File: config.mk
export PLATFORM = sky130hd
export DESIGN_NAME = data_mem_ctrl
export DESIGN_NICKNAME = d
export VERILOG_FILES = /design/src/rtl/data_mem_ctrl.sv
export SDC_FILE = /design/constraint.sdc
export NUM_CORES = 1
export LEC_CHECK = 0
export BUFFER_PORTS_ARGS = -buffer_cell sky130_fd_sc_hd__buf_4
export CORE_MARGIN = 3
export CORE_UTILIZATION = 35
export CTS_CLUSTER_SIZE = 16
export DETAILED_ROUTE_END_ITERATION = 12
export SYNTH_ARGS = -nofsm -noshare
export SYNTH_HDL_FRONTEND = slang
export SYNTH_SLANG_ARGS = --single-unit
File: constraint.sdc
create_clock -name CLK -period 2 [get_ports CLK]
set_clock_uncertainty 0.05 [all_clocks]
set_input_delay 0.4 -clock CLK [delete_from_list [all_inputs] [get_ports CLK]]
set_output_delay 0.4 -clock CLK [all_outputs]
set_load 0.01 [all_outputs]
File: src/rtl/data_mem_ctrl.sv
// data_mem_ctrl: stalls the core while one aligned load/store runs on a req/ack memory bus,
// flagging misaligned accesses and bus timeouts.
module data_mem_ctrl #(
  parameter int MIPS_SIZE = 32,
  parameter int TIMEOUT = 16
) (
  input  logic                 CLK,
  input  logic                 RST,
  input  logic                 MemRead,
  input  logic                 MemWrite,
  input  logic [MIPS_SIZE-1:0] ALUResult,
  input  logic [MIPS_SIZE-1:0] WriteData,
  output logic [MIPS_SIZE-1:0] ReadData,
  output logic                 Stall,
  output logic                 Addr_Err,
  output logic                 Bus_Err,
  output logic                 mem_req,
  output logic                 mem_we,
  output logic [MIPS_SIZE-1:0] mem_addr,
  output logic [MIPS_SIZE-1:0] mem_wdata,
  input  logic [MIPS_SIZE-1:0] mem_rdata,
  input  logic                 mem_ack
);
  localparam int CW = TIMEOUT > 1 ? $clog2(TIMEOUT) : 1;
  typedef enum logic [1:0] {IDLE, WAIT, DONE} state_t;
  state_t state, next;
  logic [CW-1:0] cnt;
  logic we_q, start, timeout;
  always_ff @(posedge CLK or negedge RST)
    if (!RST) state <= IDLE;
    else state <= next;
  // Request-side outputs are gated by RST so nothing leaks out while reset is held.
  always_comb begin
    start = RST && state == IDLE && (MemRead || MemWrite) && ALUResult[1:0] == 2'b00;
    timeout = state == WAIT && !mem_ack && cnt == CW'(TIMEOUT - 1);
    next = start ? WAIT : (state == WAIT && (mem_ack || timeout)) ? DONE : state == DONE ? IDLE : state;
    Stall = start || state == WAIT;
    Addr_Err = RST && state == IDLE && (MemRead || MemWrite) && ALUResult[1:0] != 2'b00;
    mem_req = state == WAIT;
    mem_we = mem_req && we_q;
  end
  always_ff @(posedge CLK or negedge RST)
    if (!RST) begin
      cnt <= '0;
      we_q <= 1'b0;
      mem_addr <= '0;
      mem_wdata <= '0;
      ReadData <= '0;
      Bus_Err <= 1'b0;
    end else begin
      Bus_Err <= timeout;
      if (start) begin
        cnt <= '0;
        we_q <= MemWrite;
        mem_addr <= {ALUResult[MIPS_SIZE-1:2], 2'b00};
        mem_wdata <= WriteData;
      end else if (state == WAIT && !mem_ack) cnt <= cnt + 1'b1;
      if (state == WAIT && mem_ack && !we_q) ReadData <= mem_rdata;
      else if (timeout) ReadData <= '0;
    end
endmodule

Yosys cells after proc, flatten, opt, wreduce, memory -nomap -nowiden:

Index checks and enable logic that the tools add are counted.
Widths: inputs -> output; s select.

* $add $sub $neg: 1
* equal/unequal tests: 3
* multiplexer cells: 7
* reduce and logical (&&, ||, !) cells: 21

Operator list (number)
* $mux 32: 2
* $logic_and 1x1->1: 10
* $mux 4: 2
* $mux 2: 3
* $reduce_bool 2->1: 3
* $add 4x1->4 const B: 1
* $eq 4x4->1 const B: 1
* $logic_not 2->1: 2
* $logic_or 1x1->1: 3
* $reduce_bool 3->1: 1
* $eq 2x1->1 const B: 1
* $eq 2x2->1 const B: 1
* $logic_not 1->1: 2

* register bits: 102
* bits of input ports: 101
* output and inout bits: 101
* logic and storage cells: 39

Longest topological paths before layout:

Gate-level depths: netlist (run 1).

* depth in word-level cells: 7
* mapped depth: 6
* mapped depth without buffers: 4

Worst setup path after synthesis (run 1):

OpenSTA, ideal clock, no wires.

* kind: register to register
* from: register state[1]
* to: register mem_addr[25]
* setup time: 0.127 ns
* arrival time: 1.473 ns
* data required time: 1.823 ns
* path slack: 0.350 ns
* cell stages (with the launch flop): 7
* path buffers: 3
* clock period less this slack: 1.650 ns
* path through: dfrtp_1 -> buf_6 -> nor3b_2 -> o211a_4 -> buf_12 -> buf_6 -> mux2_1

* word-level cells in the longest chain between the ends: 4

RTL lines
* start: declaration: line 26 `state_t state, next;`
* start signal: assignment: line 31 `else state <= next;`
* $logic_not 2->1: line 34 `start = RST && state == IDLE && (MemRead || MemWrite) && ALUResult[1:0] == 2'b00;`
* $logic_and 1x1->1 (3 in series): line 34
* end signal: assignment: line 55 `mem_addr <= {ALUResult[MIPS_SIZE-1:2], 2'b00};`
* end: declaration: line 19 `output logic [MIPS_SIZE-1:0] mem_addr,`

Every way passes these cells.
A chain may end at the register's enable or synchronous reset.

Final worst setup path (run 1):

* from: register state[0]
* to: output port Stall

* word-level cells in the longest chain between the ends: 5
* elaborated cells on any way between the ends: 6
* those cells by class: eq/ne (1); reduce/logical (5)

RTL lines
* $logic_not 2->1: line 34
* $logic_and 1x1->1 (3 in series): line 34
* $logic_or 1x1->1 (*): line 37 `Stall = start || state == WAIT;`
* end: declaration: line 14 `output logic Stall,`

Every way passes the cells marked *; elsewhere a longest branch is shown, timed or not.

==> results of run 1 <==
[final cells by class]
| class | count | area [um^2] | area share |
|---|---|---|---|
| flip-flops and latches | 102 | 2552 | 0.4262 |
| repair buffers | 210 | 1589 | 0.2654 |
| multi-input cells | 190 | 1363 | 0.2275 |
| clock buffers | 12 | 246.5 | 0.04116 |
| well taps | 140 | 175.2 | 0.02925 |
| clock inverters | 4 | 55.05 | 0.009193 |
| inverters | 2 | 7.507 | 0.001254 |
[flip-flops by register name (all words and copies together) (netlist names)]
| name | flops |
|---|---|
| ReadData | 32 |
| mem_addr | 30 |
| Bus_Err | 1 |
| cnt | 4 |
| mem_wdata | 32 |
| we_q | 1 |
| state | 2 |
[metrics by stage]
step | worst slack [ps] | util | power (mW)
3_3_place_gp | 172.6 | 0.5106 | 5.306
6_report | 135.3 | 0.5382 | 7.041
4_1_cts | 72.79 | 0.5377 | 7.158
2_1_floorplan | 349.8 | - | 3.970
5_1_grt | 25.60 | 0.5382 | 7.468
3_5_place_dp | 141.2 | 0.5106 | 5.379
[final timing paths]
path	start	end
worst max-delay path	state[0]	Stall
worst min-delay path	RST	state[1]
worst max register to register	state[0]	mem_wdata[25]
worst min register to register	mem_addr[16]	mem_addr[16]
max in group asynchronous	RST	mem_wdata[22]
min in group CLK	mem_rdata[29]	ReadData[29]
[per-layer routing]
metal  vias up  routed length, um  track usage
li1       1463                  -            -
met1      1485               4160       0.1977
met2       122               4770       0.2408
met3        14                866      0.04668
met4         0                234      0.05463
met5         -                  0            0
[where the power goes]
group | internal [mW] | switching, mW
clock network | 1.01 | 0.734
registers | 2.72 | 0.367
logic | 1.27 | 0.945
total | 5.00 | 2.05
[synth_stat cells (all sizes together), types with 2 or more instances]
cell,n,area share
nor4bb,2,0.0049
mux2,63,0.17
clkbuf,5,0.0046
nor2,6,0.0055
o21ai,37,0.045
buf,17,0.040
inv,2,0.0018
nor3b,2,0.0077
nand2,64,0.059
dfrtp,102,0.63
xnor2,2,0.0043
[worst reg2reg max path: cells and delay by family, from the launching register on]
kind / cells / cell delay, ps
AO/OA/AOI/OAI: 1 / 220
flip-flops: 1 / 410
buffers and inverters: 1 / 220
AND/OR/NAND/NOR: 1 / 260
multiplexers: 1 / 390
[kinds of logic after synthesis]
family / count (synthesis) / share of synthesized area
xor+xnor: 2 / 0.004295
simple gates: 80 / 0.08834
buf+inv: 24 / 0.04632
mux: 64 / 0.1764
fa+ha+maj: 1 / 0.003067
other cells: 1 / 0.0009194
flops: 102 / 0.6258
compound gates: 41 / 0.05491
[what timing repair did]
item / in CTS / in global routing
resized for setup: 0 / 1
hold buffers: 0 / 0
endpoints found under the setup margin: 0 / 1
[placed cells by master, fill, tap and decap left out, types with 2 or more instances in the layout]
cell type,synthesis,layout
nor3b_4,1,2
clkbuf_1,5,2
mux2_1,26,26
dfrtp_1,102,102
nor2_1,6,6
mux2_2,37,37
nand2_1,64,64
xnor2_1,2,2
o21ai_0,28,28
clkbuf_16,0,9
buf_4,8,209
inv_1,2,2
o21ai_1,9,9
conb_1,1,2
==> impl_metrics.toml, run 1 <==
[status]
status = "complete, no violations"

[placed_design]
place_hpwl_um = 7479
gp_congestion = 0.7713
post-place-cells = 644
port_buffers = 199
post_dp_cell_area_um2 = 5680

[yosys]
yosysUniqueCellTypes = 30
ys_seq_area_frac = 0.6258
synth_async_sr_flop_share = 1.000
ys_warn_count = 0
syn_area_um2 = 4079
synth_ff_type = "dfrtp_1"
ys_ff_latch = 102
syn_inst = 315
syn_area_per_cell_um2 = 12.95
synth_edf_count = 0

[clocking]
cts_tree = "done"
cts_sinks = 102
insertion_delay_ps = 330
post_cts_buffers = 0
htree_levels = 3
cts.path.max_buffers = 2
cts_root_buffer = "clkbuf_16"
cts_made_buffers = 9
path_clk_slew_ps = 70

[drt]
wl_per_cell_um = 15.20
avgViaCountPerCell = 4.673
drt_iter0_drc = 140
detail-route-antenna-nets = 0
wirelength_um = 10030
vias = 3084
drc = 0
firstDrtPassIters = 4

[global_route]
grt_start_max_net_pins = 58
grt_pass1_vias = 3088
grt_first_pass_wirelength_um = 15680
globalRoute.totalOverflow = 0
track_usage = 0.1521
antenna_found_initial = 0

[floorplanning]
core_region_area_um2 = 11130
die_w_um = 114.0
start_util = 0.3666
dieHeight_um = 114.0
dieArea_um2 = 12990
placement_rows = 38
ios = 202

[sta]
drv_slew = 0
fin_crit_ps = 1865
setup_violations = 0
finalHoldViolCount = 0
timing.fmax_mhz = 536.3
tns_ps = 0
finalCritPeriodShare = 0.9324
rsz0062_at_grt = "false"
hold_ws_ps = 109.8
tightest_slew_ps = 713.8
relSlewSlack = 0.5241

[critical_path]
r2r_slack_ps = 330
required_ps = 1550
max_stage_delay_ps = 410
path_depth = 4
crit_family = "flip-flops"
crit_type = "reg -> out"
path_cells = "nor3b_4 -> o211ai_1 -> o21ai_0 -> buf_4"
worstPathArrival_ps = 1410
path_buf_inv = 1
slowest_stage = "dfrtp_1"
crit_fanout = 3
reg2reg_depth = 4
worst_setup_path_end_kind = "output pin"
critical_path.startpoint_type = "flip-flop"

[pwr]
p_leak_nw = 2.911
peakVddDrop_mv = 0.5011
power.density_nw_per_um2 = 1176

[cells_and_area]
fin_nets = 617
drive_gt1_frac = 0.5096
layout.cells.non_filler = 660
fin_area_um2 = 5988
fillers = 1003
syn_to_final_growth_pct = 46.81
antennaDiodeCount = 0

[flow_run]
cap_violations = 0

[worst_hold_path]
worstHoldPathType = "in -> async"
No activity file was read; power rests on OpenSTA's default activity.
==> run 2, diff against run 1 <==
--- a/config.mk
+++ b/config.mk
@@ -10,6 +10,8 @@
 export CORE_UTILIZATION = 35
 export CTS_CLUSTER_SIZE = 16
 export DETAILED_ROUTE_END_ITERATION = 12
+export RECOVER_POWER = 25
+export REMOVE_ABC_BUFFERS = 1
 export SYNTH_ARGS = -nofsm -noshare
 export SYNTH_HDL_FRONTEND = slang
 export SYNTH_SLANG_ARGS = --single-unit
==> constraint.sdc (replaced) <==
create_clock -name CLK -period 2 [get_ports CLK]
set_clock_uncertainty 0.05 [all_clocks]
set_input_delay 0.2 -clock CLK [delete_from_list [all_inputs] [get_ports CLK]]
set_output_delay 0.2 -clock CLK [all_outputs]
set_load 0.01 [all_outputs]
==> run 2 against run 1 <==
Flip-flop and latch count did not move. Global-route usage up 1.5 points. Count of clock-buffer cells in the layout rose by 1. First-iteration DRC count is 8.6% lower. Sequential share of layout area increased by 1.6 points. Critical path depth unchanged. Fmax grew 2.3%. Final cell count is 0.15% higher. Via count decreased by 2.2%. Non-clock buffer count increased by 1. Worst setup slack gained 43 ps.
==> impl_metrics.toml, run 2 (synthesized netlist as in run 1, its figures left out) <==
[global_route]
grt_start_max_net_pins = 56
track_usage = 0.1673
grt_pass1_vias = 3208
globalRoute.totalOverflow = 0
antenna_found_initial = 0
grt_first_pass_wirelength_um = 16960

[drt]
drc = 0
wirelength_um = 10610
drt_iter0_drc = 128
wl_per_cell_um = 16.05
firstDrtPassIters = 4
avgViaCountPerCell = 4.561
vias = 3015
detail-route-antenna-nets = 0

[critical_path]
required_ps = 2160
worstPathArrival_ps = 1990
crit_type = "reg -> reg"
crit_fanout = 55
worst_setup_path_end_kind = "flip-flop"
slowest_stage = "dfrtp_1"
r2r-end = "mem_addr[5]"
critical_path.startpoint_type = "flip-flop"
reg2reg_depth = 4
max_stage_delay_ps = 470
r2r_start = "state[0]"
path_cells = "nor3b_2 -> o211a_4 -> buf_12 -> mux2_1"
r2r_slack_ps = 180

[flow_run]
cap_violations = 0

[floorplanning]
dieHeight_um = 114.0
dieArea_um2 = 12990
core_region_area_um2 = 11130
start_util = 0.3666
placement_rows = 38
ios = 202
die_w_um = 114.0

[cells_and_area]
fin_nets = 618
antennaDiodeCount = 0
final_cell_mix = "135 x buf_4, 102 x dfrtp_1, 73 x clkbuf_1"
final_common_cell = "buf_4"
final_core_util = 0.5182
top_regs = "ReadData: 32 flops, mem_wdata: 32 flops, mem_addr: 30 flops"
syn_to_final_growth_pct = 41.35
drive_gt1_frac = 0.3666
fillers = 1063

[worst_hold_path]
worstHoldStart = "mem_rdata[6]"
worstHoldPathType = "in -> reg"
min_to = "ReadData[6]"
hold_path_depth = 3

[sta]
drv_slew = 0
rsz0062_at_grt = "false"
tns_ps = 0
timing.fmax_mhz = 548.8
setup_slack_ps = 178.0
finalHoldViolCount = 0
fin_crit_ps = 1822
tightest_slew_ps = 645.2
hold_ws_ps = 12.01
finalCritPeriodShare = 0.9110
setup_violations = 0
relSlewSlack = 0.5699

[clocking]
cts_root_buffer = "clkbuf_16"
cts_tree = "done"
htree_levels = 3
cts_made_buffers = 9
insertion_delay_ps = 340
cts_sinks = 102
path_clk_slew_ps = 60
cts.path.max_buffers = 2
cts_resized = 0

[status]
status = "complete, no violations"

[placed_design]
gp_congestion = 0.7679
place_hpwl_um = 7761
pre_cts_slack_ps = 179.0
port_buffers = 199

[pwr]
p_leak_nw = 2.657
peakVddDrop_mv = 0.4883
power.density_nw_per_um2 = 1179
## run 2: cell count changes in the layout (fill, tap and decap cells not counted)
cell / previous run / this run
buf_12: 1 / 2
buf_4: 209 / 135
bufinv_16: 1 / 2
clkbuf_1: 2 / 73
clkinv_4: 1 / 0
dlygate4sd3_1: 0 / 4
inv_6: 1 / 0
nor3b_2: 0 / 1
nor3b_4: 2 / 1
## run 2: what timing repair did
| action | in CTS | in global routing |
|---|---|---|
| hold buffers | 4 | 0 |
| endpoints found under the hold margin | 54 | 0 |
| setup buffers | 0 | 0 |
## run 2: where the power goes
| group | leakage [nW] | switching, mW | internal, mW |
|---|---|---|---|
| clock | 0.150 | 0.722 | 1.13 |
| combinational | 1.26 | 0.970 | 0.902 |
| sequential | 1.25 | 0.356 | 2.72 |
| total | 2.66 | 2.05 | 4.75 |
## run 2: worst max-delay path by stage
| stage | start | endpoint | cells past startpoint |
|---|---|---|---|
| finish | state[0] | mem_addr[5] | 4 |
| global route | RST | ReadData[2] | 4 |
| CTS | state[0] | Stall | 4 |
| detailed placement | state[0] | mem_wdata[12] | 4 |
| global placement | state[0] | mem_wdata[27] | 4 |
| floorplan | state[1] | ReadData[22] | 3 |
## run 2: final cells by class
class	instances	area, um^2	share of cell area
Multi-Input combinational cell	190	1356	0.2352
Timing Repair Buffer	211	1356	0.2352
Clock buffer	13	250.2	0.04340
Inverter	2	7.507	0.001302
Clock inverter	3	67.56	0.01172
Sequential cell	102	2552	0.4427
Tap cell	140	175.2	0.03038
## run 2: stage by stage
| step | std cells | cell area [um^2] | total power, mW |
|---|---|---|---|
| 6_report | 661 | 5766 | 6.798 |
| 5_1_grt | 661 | 5766 | 7.235 |
| 4_1_cts | 661 | 6028 | 7.303 |
| 3_5_place_dp | 641 | 5670 | 5.406 |
| 3_3_place_gp | 641 | 5670 | 5.331 |
| 2_1_floorplan | 294 | 3901 | 3.942 |
## run 2: routing by layer
metal / up-vias / global-route usage / wire length (um)
met5: - / 0 / 0
met4: 0 / 0.08630 / 348
met3: 22 / 0.03024 / 573
met2: 96 / 0.2853 / 5511
met1: 1439 / 0.2021 / 4174
li1: 1458 / - / -
## run 2: worst max-delay path, delay by kind of cell (launching register included)
family | cells | cell delay (ps)
multiplexers | 1 | 370
AND/OR/NAND/NOR | 1 | 290
flip-flops | 1 | 470
AO/OA/AOI/OAI | 1 | 210
buffers and inverters | 1 | 260
==> run 3, diff against run 2 <==
--- a/config.mk
+++ b/config.mk
@@ -6,10 +6,13 @@
 export NUM_CORES = 1
 export LEC_CHECK = 0
 export BUFFER_PORTS_ARGS = -buffer_cell sky130_fd_sc_hd__buf_4
+export CELL_PAD_IN_SITES_DETAIL_PLACEMENT = 0
+export CELL_PAD_IN_SITES_GLOBAL_PLACEMENT = 2
 export CORE_MARGIN = 3
-export CORE_UTILIZATION = 35
+export CORE_UTILIZATION = 28
 export CTS_CLUSTER_SIZE = 16
 export DETAILED_ROUTE_END_ITERATION = 12
+export PLACE_DENSITY_LB_ADDON = 0.1
 export RECOVER_POWER = 25
 export REMOVE_ABC_BUFFERS = 1
 export SYNTH_ARGS = -nofsm -noshare
==> run 3 against run 2 <==
Non-clock buffer count is 12 higher. Largest cell class unchanged. Count of clock-buffer cells in the layout down 3. Global-route usage fell by 3.0 points. Flip-flop and latch count unchanged. Power down 0.42%. Routed wire length increased by 2.6%. Register-to-register slack better by 70 ps. Clock power fell by 12%.
==> impl_metrics.toml, run 3 (synthesized netlist as in run 1, its figures left out) <==
[status]
status = "complete, no violations"

[pwr]
finalPower_mw = 6.770
peakVddDrop_mv = 0.4367
p_leak_nw = 2.840
power.density_nw_per_um2 = 1120

[sta]
fin_crit_ps = 1752
tns_ps = 0
setup_violations = 0
finalHoldViolCount = 0
timing.fmax_mhz = 570.8
rsz0062_at_grt = "false"
tightest_slew_ps = 1129
finalCritPeriodShare = 0.8759
setup_slack_ps = 248.1
drv_slew = 0
relSlewSlack = 0.2473

[clocking]
cts_tree = "done"
cts_hold_buf = 15
path_clk_slew_ps = 70
cts_resized = 0
htree_levels = 3
post_cts_buffers = 0
insertion_delay_ps = 340
cts.path.max_buffers = 2
cts_made_buffers = 9
cts_root_buffer = "clkbuf_16"
cts_sinks = 102

[drt]
wl_per_cell_um = 15.26
detail-route-antenna-nets = 0
wirelength_um = 10880
avgViaCountPerCell = 4.324
vias = 3083
drt_iter0_drc = 152
drc = 0
firstDrtPassIters = 4

[placed_design]
place_hpwl_um = 7820
pre_cts_slack_ps = 241.0
port_buffers = 199
gp_congestion = 0.7219

[global_route]
globalRoute.totalOverflow = 0
track_usage = 0.1378
grt_first_pass_wirelength_um = 17320
antenna_found_initial = 0
grt_pass1_vias = 3264
grt_start_max_net_pins = 60

[floorplanning]
start_util = 0.2905
dieArea_um2 = 16050
die_w_um = 126.7
ios = 202
core_region_area_um2 = 14040
placement_rows = 43
dieHeight_um = 126.7

[cells_and_area]
top_regs = "ReadData: 32 flops, mem_wdata: 32 flops, mem_addr: 30 flops"
fillers = 1390
antennaDiodeCount = 0
fin_nets = 630
final_cell_mix = "172 x buf_4, 102 x dfrtp_1, 64 x nand2_1"
final_common_cell = "buf_4"
final_core_util = 0.4303
drive_gt1_frac = 0.4353
syn_to_final_growth_pct = 48.13

[critical_path]
worst_setup_path_end_kind = "output pin"
worstPathArrival_ps = 1500
crit_type = "reg -> out"
required_ps = 1750
crit_fanout = 8
critical_path.startpoint_type = "flip-flop"

[worst_hold_path]
worstHoldPathType = "in -> reg"

[flow_run]
cap_violations = 0
run 3: cell types whose count changed in the layout (fill, tap and decap cells not counted), sizes merged:
cell         before  now
inv               2    4
clkbuf           83   43
dlygate4sd3       4   15
clkinvlp          1    0
clkinv            0    4
buf             137  175
bufinv            2    0
run 3: final timing paths:
| kind | startpoint | end | slack (ps) | cells past startpoint |
|---|---|---|---|---|
| worst min-delay path | mem_rdata[23] | ReadData[23] | 10 | 3 |
| worst max-delay path | state[1] | Stall | 250 | 4 |
| min in group asynchronous | RST | state[0] | 540 | 3 |
| worst min register to register | mem_addr[14] | mem_addr[14] | 440 | 1 |
| max in group asynchronous | RST | ReadData[20] | 520 | 3 |
| worst max register to register | state[1] | mem_addr[31] | 250 | 4 |
run 3: layout make-up:
cell class / instances / area (um^2) / area share
Timing Repair Buffer: 223 / 1627 / 0.2692
Clock buffer: 10 / 229.0 / 0.03790
Multi-Input combinational cell: 190 / 1356 / 0.2245
Sequential cell: 102 / 2552 / 0.4224
Tap cell: 180 / 225.2 / 0.03727
Inverter: 2 / 7.507 / 0.001242
Clock inverter: 6 / 45.04 / 0.007455
run 3: worst max-delay path: stages (launching register included):
cell	delay [ps]
dfrtp_1	480
nor3b_2	280
o211ai_1	150
o21ai_0	100
buf_4	150
run 3: metrics by stage:
stage	instance area, um^2	hold WS (ps)	instances
floorplan	3901	-145.6	294
global placement	5741	301.7	682
detailed placement	5741	303.0	682
CTS	6165	0.001665	713
global route	6042	0.9336	713
finish	6042	12.33	713
run 3: layer usage:
layer,routed length (um),up-vias,track usage,share of wire
met5,0,-,0,0
met4,195,0,0.04858,0.018
met3,833,14,0.05011,0.077
met2,5648,100,0.2363,0.52
met1,4201,1485,0.1589,0.39
li1,-,1484,-,-
run 3: where the power goes:
group	switching (mW)	internal, mW
sequential	0.348	2.71
combinational	0.959	1.11
clock	0.781	0.854
total	2.09	4.68
